### config.mk
export PLATFORM = sky130hd
export DESIGN_NAME = uart_transmitter
export DESIGN_NICKNAME = d
export VERILOG_FILES = /design/src/rtl/uart_transmitter.sv
export SDC_FILE = /design/constraint.sdc
export NUM_CORES = 1
export LEC_CHECK = 0
export BUFFER_PORTS_ARGS = -buffer_cell sky130_fd_sc_hd__buf_2
export CORE_UTILIZATION = 65
export CTS_BUF_LIST = sky130_fd_sc_hd__clkbuf_4
export DETAILED_ROUTE_END_ITERATION = 8
export GPL_ROUTABILITY_DRIVEN = 0
export PLACE_DENSITY_LB_ADDON = 0.12
export REMOVE_ABC_BUFFERS = 1
export SLEW_MARGIN = 10
export SYNTH_ARGS = -nofsm -noshare
export SYNTH_HDL_FRONTEND = slang
export SYNTH_SLANG_ARGS = --single-unit
export TNS_END_PERCENT = 30
### constraint.sdc
create_clock -name clk -period 4.1 [get_ports clk]
set_clock_uncertainty 0.05 [all_clocks]
set_input_delay 0.41 -clock clk [delete_from_list [all_inputs] [get_ports clk]]
set_output_delay 0.41 -clock clk [all_outputs]
set_load 0.05 [all_outputs]
### src/rtl/uart_transmitter.sv
`timescale 1ns/1ps
`default_nettype none
// ---------------------------------------------------------------------------
// uart_transmitter : FIFO-buffered 8N1/8O/8E serial transmitter, 1-2 stop bits
// Revision: 1.0
// ---------------------------------------------------------------------------
module uart_transmitter #(
  parameter int FIFO_DEPTH = 4,
  parameter int PARITY     = 0,
  parameter int STOP_BITS  = 1
) (
  input  logic       clk,
  input  logic       rst,
  input  logic       baud_rate_signal,
  input  logic [7:0] data,
  input  logic       valid,
  output logic       ready,
  output logic       tx,
  output logic       busy
);

  localparam int PTR_W = (FIFO_DEPTH > 1) ? $clog2(FIFO_DEPTH) : 1;
  localparam int CNT_W = $clog2(FIFO_DEPTH + 1);
  localparam logic [CNT_W-1:0] DEPTH_C = CNT_W'(FIFO_DEPTH);

  typedef enum logic [2:0] {
    S_IDLE   = 3'd0,
    S_START  = 3'd1,
    S_DATA   = 3'd2,
    S_PARITY = 3'd3,
    S_STOP   = 3'd4
  } state_t;

  logic             baud_q;
  state_t           state_q;
  logic [7:0]       sh_q;
  logic [2:0]       cnt_q;
  logic             par_q;
  logic             stop_q;
  logic             tx_q;

  logic [7:0]       mem_q [FIFO_DEPTH];
  logic [PTR_W-1:0] wr_ptr_q;
  logic [PTR_W-1:0] rd_ptr_q;
  logic [CNT_W-1:0] count_q;
  logic [CNT_W-1:0] count_d;

  logic             baud_tick;
  logic             fifo_nonempty;
  logic             stop_last;
  logic             push;
  logic             pop;
  logic [7:0]       head;

  assign baud_tick     = baud_rate_signal & ~baud_q;
  assign fifo_nonempty = (count_q != '0);
  assign stop_last     = (STOP_BITS == 1) ? 1'b1 : stop_q;
  assign ready         = (count_q != DEPTH_C);
  assign push          = valid && ready;
  // Launch only from the registered count, so a byte written on the tick waits one bit period.
  assign pop           = baud_tick && fifo_nonempty &&
                         ((state_q == S_IDLE) || ((state_q == S_STOP) && stop_last));
  assign head          = mem_q[rd_ptr_q];
  assign tx            = tx_q;
  assign busy          = (state_q != S_IDLE) || fifo_nonempty;

  always_comb begin
    count_d = count_q;
    case ({push, pop})
      2'b10:   count_d = count_q + CNT_W'(1);
      2'b01:   count_d = count_q - CNT_W'(1);
      default: count_d = count_q;
    endcase
  end

  always_ff @(posedge clk) begin
    if (push) begin
      mem_q[wr_ptr_q] <= data;
    end
  end

  always_ff @(posedge clk or posedge rst) begin
    if (rst) begin
      wr_ptr_q <= '0;
      rd_ptr_q <= '0;
      count_q  <= '0;
    end else begin
      if (push) begin
        wr_ptr_q <= wr_ptr_q + PTR_W'(1);
      end
      if (pop) begin
        rd_ptr_q <= rd_ptr_q + PTR_W'(1);
      end
      count_q <= count_d;
    end
  end

  always_ff @(posedge clk or posedge rst) begin
    if (rst) begin
      baud_q  <= 1'b1;
      state_q <= S_IDLE;
      sh_q    <= '0;
      cnt_q   <= '0;
      par_q   <= 1'b0;
      stop_q  <= 1'b0;
      tx_q    <= 1'b1;
    end else begin
      baud_q <= baud_rate_signal;
      if (baud_tick) begin
        case (state_q)
          S_IDLE: begin
            if (pop) begin
              sh_q    <= head;
              par_q   <= 1'b0;
              tx_q    <= 1'b0;
              state_q <= S_START;
            end
          end
          S_START: begin
            tx_q    <= sh_q[0];
            par_q   <= sh_q[0];
            sh_q    <= {1'b0, sh_q[7:1]};
            cnt_q   <= 3'd0;
            state_q <= S_DATA;
          end
          S_DATA: begin
            if (cnt_q == 3'd7) begin
              if (PARITY != 0) begin
                tx_q    <= (PARITY == 1) ? ~par_q : par_q;
                state_q <= S_PARITY;
              end else begin
                tx_q    <= 1'b1;
                stop_q  <= 1'b0;
                state_q <= S_STOP;
              end
            end else begin
              tx_q  <= sh_q[0];
              par_q <= par_q ^ sh_q[0];
              sh_q  <= {1'b0, sh_q[7:1]};
              cnt_q <= cnt_q + 3'd1;
            end
          end
          S_PARITY: begin
            tx_q    <= 1'b1;
            stop_q  <= 1'b0;
            state_q <= S_STOP;
          end
          S_STOP: begin
            if (stop_last) begin
              if (pop) begin
                sh_q    <= head;
                par_q   <= 1'b0;
                tx_q    <= 1'b0;
                state_q <= S_START;
              end else begin
                state_q <= S_IDLE;
              end
            end else begin
              stop_q <= 1'b1;
            end
          end
          default: begin
            tx_q    <= 1'b1;
            state_q <= S_IDLE;
          end
        endcase
      end
    end
  end

endmodule
`default_nettype wire

==> summary.txt <==
Critical path
  – Worst Setup End Kind: register
  – Largest stage delay on the critical path: 0.56 ns
  – Worst-path cell chain: or2_1 -> nor3_2 -> ha_1 -> inv_1 -> fa_1 -> xor2_1 -> nor2_1 -> xor2_1
  – WP buf/inv: 1
  – Critical Path Fanout Max: 16
  – CP top delay family: simple AND/OR/NAND/NOR gates
  – Crit path top cell by count: xor2_1
  – Critical path required time: 4.34 ns
  – CP Class: register to register
  – Critical path launch point type: register
  – Critical-path top delay cell: dfrtp_1
  – Worst EP arrival: 2.86 ns

Finish
  – Ratio of cells with drive above 1 in the final layout: 0.242
  – Nets: 201
  – Area growth, synth to finish: 6.67%
  – Ant. Diodes: 0
  – Fin area: 2640 µm²

Place
  – DP Area: 2560 µm²
  – Port bufs: 14
  – Worst slack, placed: 1.52 ns
  – Post-DP HPWL: 2.73 mm

Timing
  – Final Worst Setup Slack: 1.49 ns
  – Fin Setup TNS: 0 ns
  – Worst-Margin Slew: 0.870 ns
  – Setup repair after global routing missed its margin: no
  – Pins Over Slew Limit: 0
  – Final hold vios: 0
  – Hold WS: 0.0943 ns
  – Final setup viols: 0
  – Rel. slew slack: 0.419
  – Final period util: 0.637
  – Fin crit period: 2.61 ns
  – Maximum clock frequency: 383 MHz

Run status
  – Status: finished clean

Clocking
  – Resize count post-CTS: 0
  – CTS Sinks: 55
  – Clock Path Buffers: 2
  – Number of H-tree levels: 2
  – Clock-pin slew on the worst setup and hold paths: 0.15 ns
  – CTS tree: done
  – Num CTS Buffers: 5
  – # hold bufs at CTS: 0
  – Root buffer cell: clkbuf_4
  – Worst skew pair latency: 0.37 ns
  – # Post-CTS Setup Buffers: 0

Yosys
  – Gate count of the mapped netlist: 168
  – Number of synthesized register bits: 55
  – Post-synth EDFFs: 32
  – Syn Area/Cell: 14.7 µm²
  – Synth Cell Area: 2470 µm²
  – Post-synth ARST share: 0.418
  – Synth top cells by count: edfxtp_1, dfrtp_1, mux2_2, mux2i_1, a22oi_1
  – Seq/Total Area, Yosys: 0.622
  – Yosys cell types: 36
  – Synth top area share: 0.388
  – Count leader, synth: edfxtp_1
  – Warnings from Yosys: 0
  – Yosys top cell by area: edfxtp_1
  – Synth Flop Type: edfxtp_1
  – Top post-synthesis cells by area: edfxtp_1, dfrtp_1, mux2_4, mux2_2, mux2i_1

Drt
  – Initial drt markers: 93
  – Via count: 1382
  – Final ANT Viol Nets: 0
  – Drt pass-1 iters: 4
  – DRC errors left: 0
  – Final WL: 4.01 mm
  – Wire per inst: 17.4 µm
  – Via density: 6.01

Pwr
  – Pleak: 1.08 nW
  – Pwr Density: 665 nW/µm²
  – Peak supply drop: 0.624 mV

Global routing
  – Initial antenna violation count: 0
  – Vias in the first global route: 1423
  – First-pass GRT wire length: 6.82 mm
  – Pin count of the biggest net entering global routing: 24
  – Grt ovf: 0
  – Tot GR Track Use: 0.235

Die
  – Core box area: 3660 µm²
  – Chip width: 63.7 µm
  – Die Ht: 63.7 µm
  – Top-Level Pins: 15
  – Num rows: 22
  – Starting Density: 0.676
  – Die area: 4060 µm²

Min path
  – Hold Crit Class: input pin to register

Flow run
  – Maximum Capacitance Violations: 0
## final timing paths
path                                         from  slack (ns)  depth (start not counted)                 endpoint
hold / removal                   baud_rate_signal        0.09                          1         baud_q$_DFF_PP1_
setup / recovery           state_q[1]$_DFFE_PP0P_        1.49                          8   count_q[2]$_DFFE_PP0P_
min in group asynchronous                     rst        0.14                          2      sh_q[7]$_DFFE_PP0P_
hold reg to reg                    tx$_DFFE_PP1P_        0.47                          2           tx$_DFFE_PP1P_
setup reg to reg           state_q[1]$_DFFE_PP0P_        1.49                          8   count_q[2]$_DFFE_PP0P_
max in group asynchronous                     rst        3.32                          2  rd_ptr_q[0]$_DFFE_PP0P_
## registers in the layout, summed over array words and instances (netlist names)
name / count
mem_q: 32
sh_q: 8
cnt_q: 3
count_q: 3
state_q: 3
rd_ptr_q: 2
wr_ptr_q: 2
baud_q: 1
tx: 1
## routing by layer
metal	share of wire	wire length (µm)	global-route usage
met1	0.45	1800	0.313
met2	0.50	1990	0.371
met3	0.034	137	0.0453
met4	0.021	85	0.114
met5	0	0	0
## area by class of cell
class	instances	area, µm²
fill	252	1020
multi-input combinational	98	863
timing repair buffer	14	70.1
clock inverter	3	43.8
inverter	7	26.3
tap	48	60.1
clock buffer	5	37.5
sequential	55	1540
## logic make-up (layout without fill, tap and decap cells)
family / count (synthesis) / in the layout / synth area share
DFF: 55 / 55 / 0.622
AOI/OAI and AO/OA: 26 / 26 / 0.0779
adders and majority gates: 8 / 8 / 0.0435
xor gates and xnor gates: 7 / 7 / 0.0248
muxes: 26 / 26 / 0.129
and+or+nand+nor: 31 / 31 / 0.0738
buffers and inverters: 15 / 29 / 0.0293
## power breakdown
| group | switching (W) | internal [W] | leakage, nW |
|---|---|---|---|
| Clock | 0.000164 | 0.000129 | 0.0452 |
| Combinational | 0.000274 | 0.000279 | 0.460 |
| Sequential | 0.000155 | 0.000756 | 0.576 |
| Total | 0.000592 | 0.00116 | 1.08 |
## stage by stage
stage | util | cells | power [W]
floorplan | - | 160 | 0.00132
global placement | 0.699 | 222 | 0.00143
detailed placement | 0.699 | 222 | 0.00147
CTS | 0.721 | 230 | 0.00177
global route | 0.721 | 230 | 0.00187
finish | 0.721 | 230 | 0.00176
## cells in the final DEF, fill, tap and decap left out, types with 7 or more instances in the layout
cell type / n
dfrtp_1: 21
o31ai_1: 7
buf_2: 14
mux2i_1: 9
edfxtp_1: 32
inv_1: 7
mux2_4: 7
a22oi_1: 8
ha_1: 7
mux2_2: 9
Power figures use the tool's default switching activity.
